File: src/rtl/pixel_prefetch_fifo.sv
// Burst prefetcher feeding the 24-bit pixel extractor: fetches BURST-word reads
// into a show-ahead FIFO and restarts at a new base address on frame_start.
module pixel_prefetch_fifo #(
  parameter int unsigned DEPTH  = 16,
  parameter int unsigned BURST  = 4,
  parameter int unsigned ADDR_W = 21
) (
  input  logic                     clk,
  input  logic                     reset_n,
  input  logic                     frame_start,
  input  logic [ADDR_W-1:0]        base_addr,
  output logic                     mem_req,
  output logic [ADDR_W-1:0]        mem_addr,
  input  logic                     mem_ack,
  input  logic [31:0]              mem_rdata,
  input  logic                     mem_rvalid,
  output logic [31:0]              out32,
  output logic                     out_valid,
  input  logic                     strobe_out,
  output logic [$clog2(DEPTH):0]   level,
  output logic                     underrun
);

  localparam int unsigned PTR_W  = $clog2(DEPTH);
  localparam int unsigned LVL_W  = PTR_W + 1;
  localparam int unsigned BCNT_W = $clog2(BURST) + 1;

  typedef enum logic [1:0] {IDLE, REQ, DATA, DRAIN} state_t;

  state_t              state, state_next;
  logic                enabled;
  logic                stale;
  logic [ADDR_W-1:0]   fetch_addr;
  logic [BCNT_W-1:0]   beats;
  logic [PTR_W-1:0]    wr_ptr, rd_ptr;
  logic [31:0]         fifo_mem [DEPTH];
  logic                wr_en, rd_en, space_ok, last_beat;

  assign space_ok  = level <= LVL_W'(DEPTH - BURST);
  assign last_beat = mem_rvalid && (beats == BCNT_W'(BURST - 1));
  assign wr_en     = (state == DATA) && mem_rvalid && !frame_start;
  assign rd_en     = strobe_out && out_valid && !frame_start;

  assign mem_req   = (state == REQ);
  assign out_valid = (level != '0);
  assign out32     = out_valid ? fifo_mem[rd_ptr] : '0;

  always_comb begin
    state_next = state;
    unique case (state)
      IDLE:  if (enabled && !frame_start && space_ok) state_next = REQ;
      // A request is never withdrawn; a flush while waiting turns its data into drain beats.
      REQ:   if (mem_ack) state_next = (stale || frame_start) ? DRAIN : DATA;
      DATA: begin
        if (last_beat)        state_next = IDLE;
        else if (frame_start) state_next = DRAIN;
      end
      DRAIN: if (last_beat) state_next = IDLE;
      default: state_next = IDLE;
    endcase
  end

  always_ff @(posedge clk or negedge reset_n) begin
    if (!reset_n) begin
      state      <= IDLE;
      enabled    <= 1'b0;
      stale      <= 1'b0;
      fetch_addr <= '0;
      mem_addr   <= '0;
      beats      <= '0;
      underrun   <= 1'b0;
    end else begin
      state <= state_next;

      if (state == REQ && mem_ack)
        beats <= '0;
      else if ((state == DATA || state == DRAIN) && mem_rvalid)
        beats <= beats + BCNT_W'(1);

      if (state == REQ) begin
        if (mem_ack)          stale <= 1'b0;
        else if (frame_start) stale <= 1'b1;
      end

      if (frame_start)
        fetch_addr <= base_addr;
      else if (state == REQ && mem_ack && !stale)
        fetch_addr <= fetch_addr + ADDR_W'(BURST);

      if (state == IDLE && state_next == REQ)
        mem_addr <= fetch_addr;

      if (frame_start)
        enabled <= 1'b1;

      if (frame_start)
        underrun <= 1'b0;
      else if (strobe_out && !out_valid)
        underrun <= 1'b1;
    end
  end

  always_ff @(posedge clk or negedge reset_n) begin
    if (!reset_n) begin
      wr_ptr <= '0;
      rd_ptr <= '0;
      level  <= '0;
    end else if (frame_start) begin
      wr_ptr <= '0;
      rd_ptr <= '0;
      level  <= '0;
    end else begin
      if (wr_en) wr_ptr <= wr_ptr + PTR_W'(1);
      if (rd_en) rd_ptr <= rd_ptr + PTR_W'(1);
      unique case ({wr_en, rd_en})
        2'b10:   level <= level + LVL_W'(1);
        2'b01:   level <= level - LVL_W'(1);
        default: level <= level;
      endcase
    end
  end

  always_ff @(posedge clk) begin
    if (wr_en) fifo_mem[wr_ptr] <= mem_rdata;
  end

endmodule

File: config.mk
export PLATFORM = sky130hd
export DESIGN_NAME = pixel_prefetch_fifo
export DESIGN_NICKNAME = d
export VERILOG_FILES = /design/src/rtl/pixel_prefetch_fifo.sv
export SDC_FILE = /design/constraint.sdc
export NUM_CORES = 1
export LEC_CHECK = 0
export CAP_MARGIN = 20
export CORE_MARGIN = 2
export CORE_UTILIZATION = 38
export CTS_BUF_LIST = sky130_fd_sc_hd__clkbuf_8
export DETAILED_ROUTE_END_ITERATION = 10
export GPL_ROUTABILITY_DRIVEN = 0
export PLACE_DENSITY = 0.6
export SYNTH_ARGS = -nofsm -noshare
export SYNTH_HDL_FRONTEND = slang
export SYNTH_SLANG_ARGS = --single-unit
File: constraint.sdc
create_clock -name clk -period 10.51 [get_ports clk]
set_input_delay 3.153 -clock clk [delete_from_list [all_inputs] [get_ports clk]]
set_output_delay 3.153 -clock clk [all_outputs]
set_load 0.02 [all_outputs]
==> summary.txt <==
GRT
  – Gr usage total: 0.167
  – Vias in the first global route: 12,200
  – Pin count of the biggest net entering global routing: between 60 and 70
  – Antenna violations before repair: 3
  – Total gr overflow: 0
  – First-pass GRT wire length: 77.4 mm

Clock tree
  – Clock root buffer: clkbuf_8
  – Clock transition at path regs: 60 ps
  – Sink count of the clock tree: 575
  – Setup bufs post-CTS: 0
  – Longest Clk Path Bufs: 3
  – Hold_buf cts: 0
  – Resized Gates After CTS: 0
  – Max H-tree Level: 3
  – CTS tree: yes
  – Worst skew pair latency: approximately 700 ps
  – TritonCTS buffer count: 94

Synthesis
  – Yosys top cell by area: edfxtp_1
  – Synth Area per Inst: 20.3 um^2
  – Synthesized flop and latch total: 575
  – Post-synthesis sequential area ratio: 0.747
  – Yosys warns: 0
  – Number of synthesized flops with an enable pin: between 500 and 600
  – Cells after synthesis: ~1,100
  – Most used DFF post-synth: edfxtp_1
  – Synth cell types: 54
  – Synth Net Count: between 1,000 and 1,500
  – Mapped Area: 22,700 um^2
  – Top cell type's share of synthesized area: 0.677
  – Asr flop ratio synth: 0.110
  – Top post-synthesis cells by area: edfxtp_1 68%, mux4_2 13%, dfrtp_1 6.9%, mux2i_1 3.0%, mux2_4 1.3%

Hold path
  – Hold path endpoint: mem_addr[0]
  – Hold_sp: fetch_addr[0]
  – Worst Hold Depth: 1
  – Worst min path class: flip-flop to flip-flop

Drt
  – Post-DRT Antenna Nets: 0
  – Vias per cell: 5.33
  – Iteration-0 DRC Markers: 944
  – Total number of vias: 11,400
  – DRC errors left: 0
  – Post-Route WL: 51.4 mm
  – Detail-routed net length per standard cell: 23.9 um
  – Drt pass-1 iters: 7

Status
  – Run status: finished, final reports clean

Cells and area
  – Nets: 1,371
  – Share of layout cells above drive strength 1: 0.240
  – Synth-to-Final Area Change: 18.1%
  – Fin area: 26,800 um^2

Die
  – Core ar.: 59,000 um^2
  – Row cnt: 89
  – Starting Density: 0.385
  – DIE HEIGHT: 248 um
  – Full die area: 61,700 um^2
  – Die Span X: around 250 um
  – Top-Level Pins: 120

Timing
  – RSZ-0062 raised after global routing: no
  – Worst Tran Pin Value: 1020 ps
  – Final setup viols: 0
  – Rel. slew slack: 0.320
  – Clock Skews: 34.6 ps
  – Fmax: between 100 and 150 MHz
  – Setup Total Neg Slack: 0 ps
  – Fin crit share: 0.706
  – Hold Worst Slack: a little under 500 ps
  – Fin. Hold Viols: 0
  – Fin crit period: 7420 ps
  – Fin. max-slew vios: 0

Setup path
  – Worst reg2reg path depth: 8
  – Setup CP Type: flip-flop to output port
  – Crit path max fanout: 31
  – CP top delay family: buffers and inverters
  – FF-to-FF End: level[4]
  – Critical-path cell list: buf_4 > buf_4 > mux4_2 > mux2i_1 > o22ai_1 > clkdlybuf4s50_1
  – Worst setup SP type: flip-flop
  – Critical Path Most Common Cell: buf_4
  – Slowest cell on crit path: dfrtp_4
  – Bufs and invs on worst path: 3
  – Worst r2r src: level[3]
  – Crit. End Element: output port
  – R2R Setup Slk: 7460 ps
  – Crit path DAT: 4260 ps
  – CP required: ~7400 ps
  – CP peak stage delay: 740 ps

Placement
  – Detailed Place HPWL: between 20 and 30 mm
  – Placed Area: 24,900 um^2
  – Port bufs: 119

Flow run
  – Max Cap Violations: 0

Power
  – Maximum ir drop on the vdd rail: about 0.00014 V
  – P_leak: 8.59 nW
  – Pwr/cell area: 234 nW/um^2
[power by group]
part	total, mW	internal [mW]	switching [mW]
sequential	2.72	2.57	0.149
combinational	1.64	0.845	0.791
clock	1.91	1.02	0.886
[worst register-to-register path: stages (launching register included)]
cell	delay [ps]
dfrtp_1	470
or4_1	660
o211ai_1	430
nor2_1	120
xor2_1	170
ha_1	230
o31a_1	240
o32ai_1	260
mux2_1	350
[cell usage after synthesis, types with 3 or more instances]
library cell  count
or3_1             4
nand3_1           7
xor2_1            9
buf_1             7
nor3_1           10
a31oi_1           8
nand2b_1          3
nand2_1          40
edfxtp_1        512
nor4_1            4
clkbuf_1         38
o31a_1            3
and2_1            3
nand4_1           9
o211ai_1          4
and4_1            3
buf_2            14
ha_1             10
mux4_2          128
inv_1             9
a211oi_1          3
mux2_2            5
nor4bb_1          3
xnor2_1           9
mux2i_1          67
nor2b_1           3
mux2_4           20
a22oi_1           3
dfrtp_1          63
buf_6             3
o21ai_0          23
a21oi_1           8
nor2_1           30
o22ai_1          32
[cells by family (layout without fill, tap and decap cells)]
group,Yosys count,count (layout),share of synthesized area
AO/OA/AOI/OAI,93,93,0.0256
flip-flops,575,575,0.747
other,0,1,0
adder cells (fa/ha/maj),10,10,0.00551
XOR/XNOR,18,18,0.00694
multiplexers,221,221,0.173
buffers and inverters,73,328,0.0140
AND/OR/NAND/NOR,129,129,0.0286
[registers in the layout, summed over array words and instances (netlist names)]
name	flops
stale	1
wr_ptr	4
beats	3
enabled	1
mem_addr	21
rd_ptr	4
underrun	1
fetch_addr	21
fifo_mem	512
level	5
state	2
[worst max-delay path by stage]
| stage | from | end | slack [ps] | depth (start not counted) |
|---|---|---|---|---|
| 4_1_cts | rd_ptr[0] | out32[22] | 2930 | 6 |
| 2_1_floorplan | mem_rvalid | fifo_mem[3][0] | 3850 | 5 |
| 3_3_place_gp | rd_ptr[0] | out32[22] | 3650 | 6 |
| 6_report | rd_ptr[0] | out32[22] | 3090 | 6 |
| 3_5_place_dp | rd_ptr[0] | out32[22] | 3670 | 6 |
| 5_1_grt | rd_ptr[0] | out32[22] | 2720 | 6 |
[layout make-up]
cell class              count  area, um^2
flip-flops and latches    575       17000
diodes                      1        2.50
well taps                 773         967
inverters                  10        37.5
repair buffers            150        1450
clock inverters            73         536
clock buffers              95        1310
multi-input cells         471        5560
fillers                  5066       32200
[placed cells by master (no fill, tap or decap), drive strengths merged, types with 26 or more instances in the layout]
cell           count
clkbuf            95
o22ai             32
inv               30
edfxtp           512
mux4             128
mux2              26
clkdlybuf4s50    118
buf               32
mux2i             67
dfrtp             63
nand2             40
clkinv            46
nor2              30
[layer usage]
layer	up-vias	GRT usage	wire length, um
met5	-	0	23
li1	4985	-	-
met1	6109	0.221	22000
met4	4	0.0517	1080
met3	86	0.0339	2450
met2	262	0.278	25800
[stage by stage]
stage,setup WS [ps],util,power [mW],cells
CTS,2930,0.454,6.35,2146
detailed placement,3670,0.423,4.42,1978
floorplan,3850,-,3.80,1119
global route,2720,0.454,6.55,2147
global placement,3650,0.422,4.39,1977
finish,3090,0.454,6.27,2148
No activity file was read; power rests on OpenSTA's default activity.
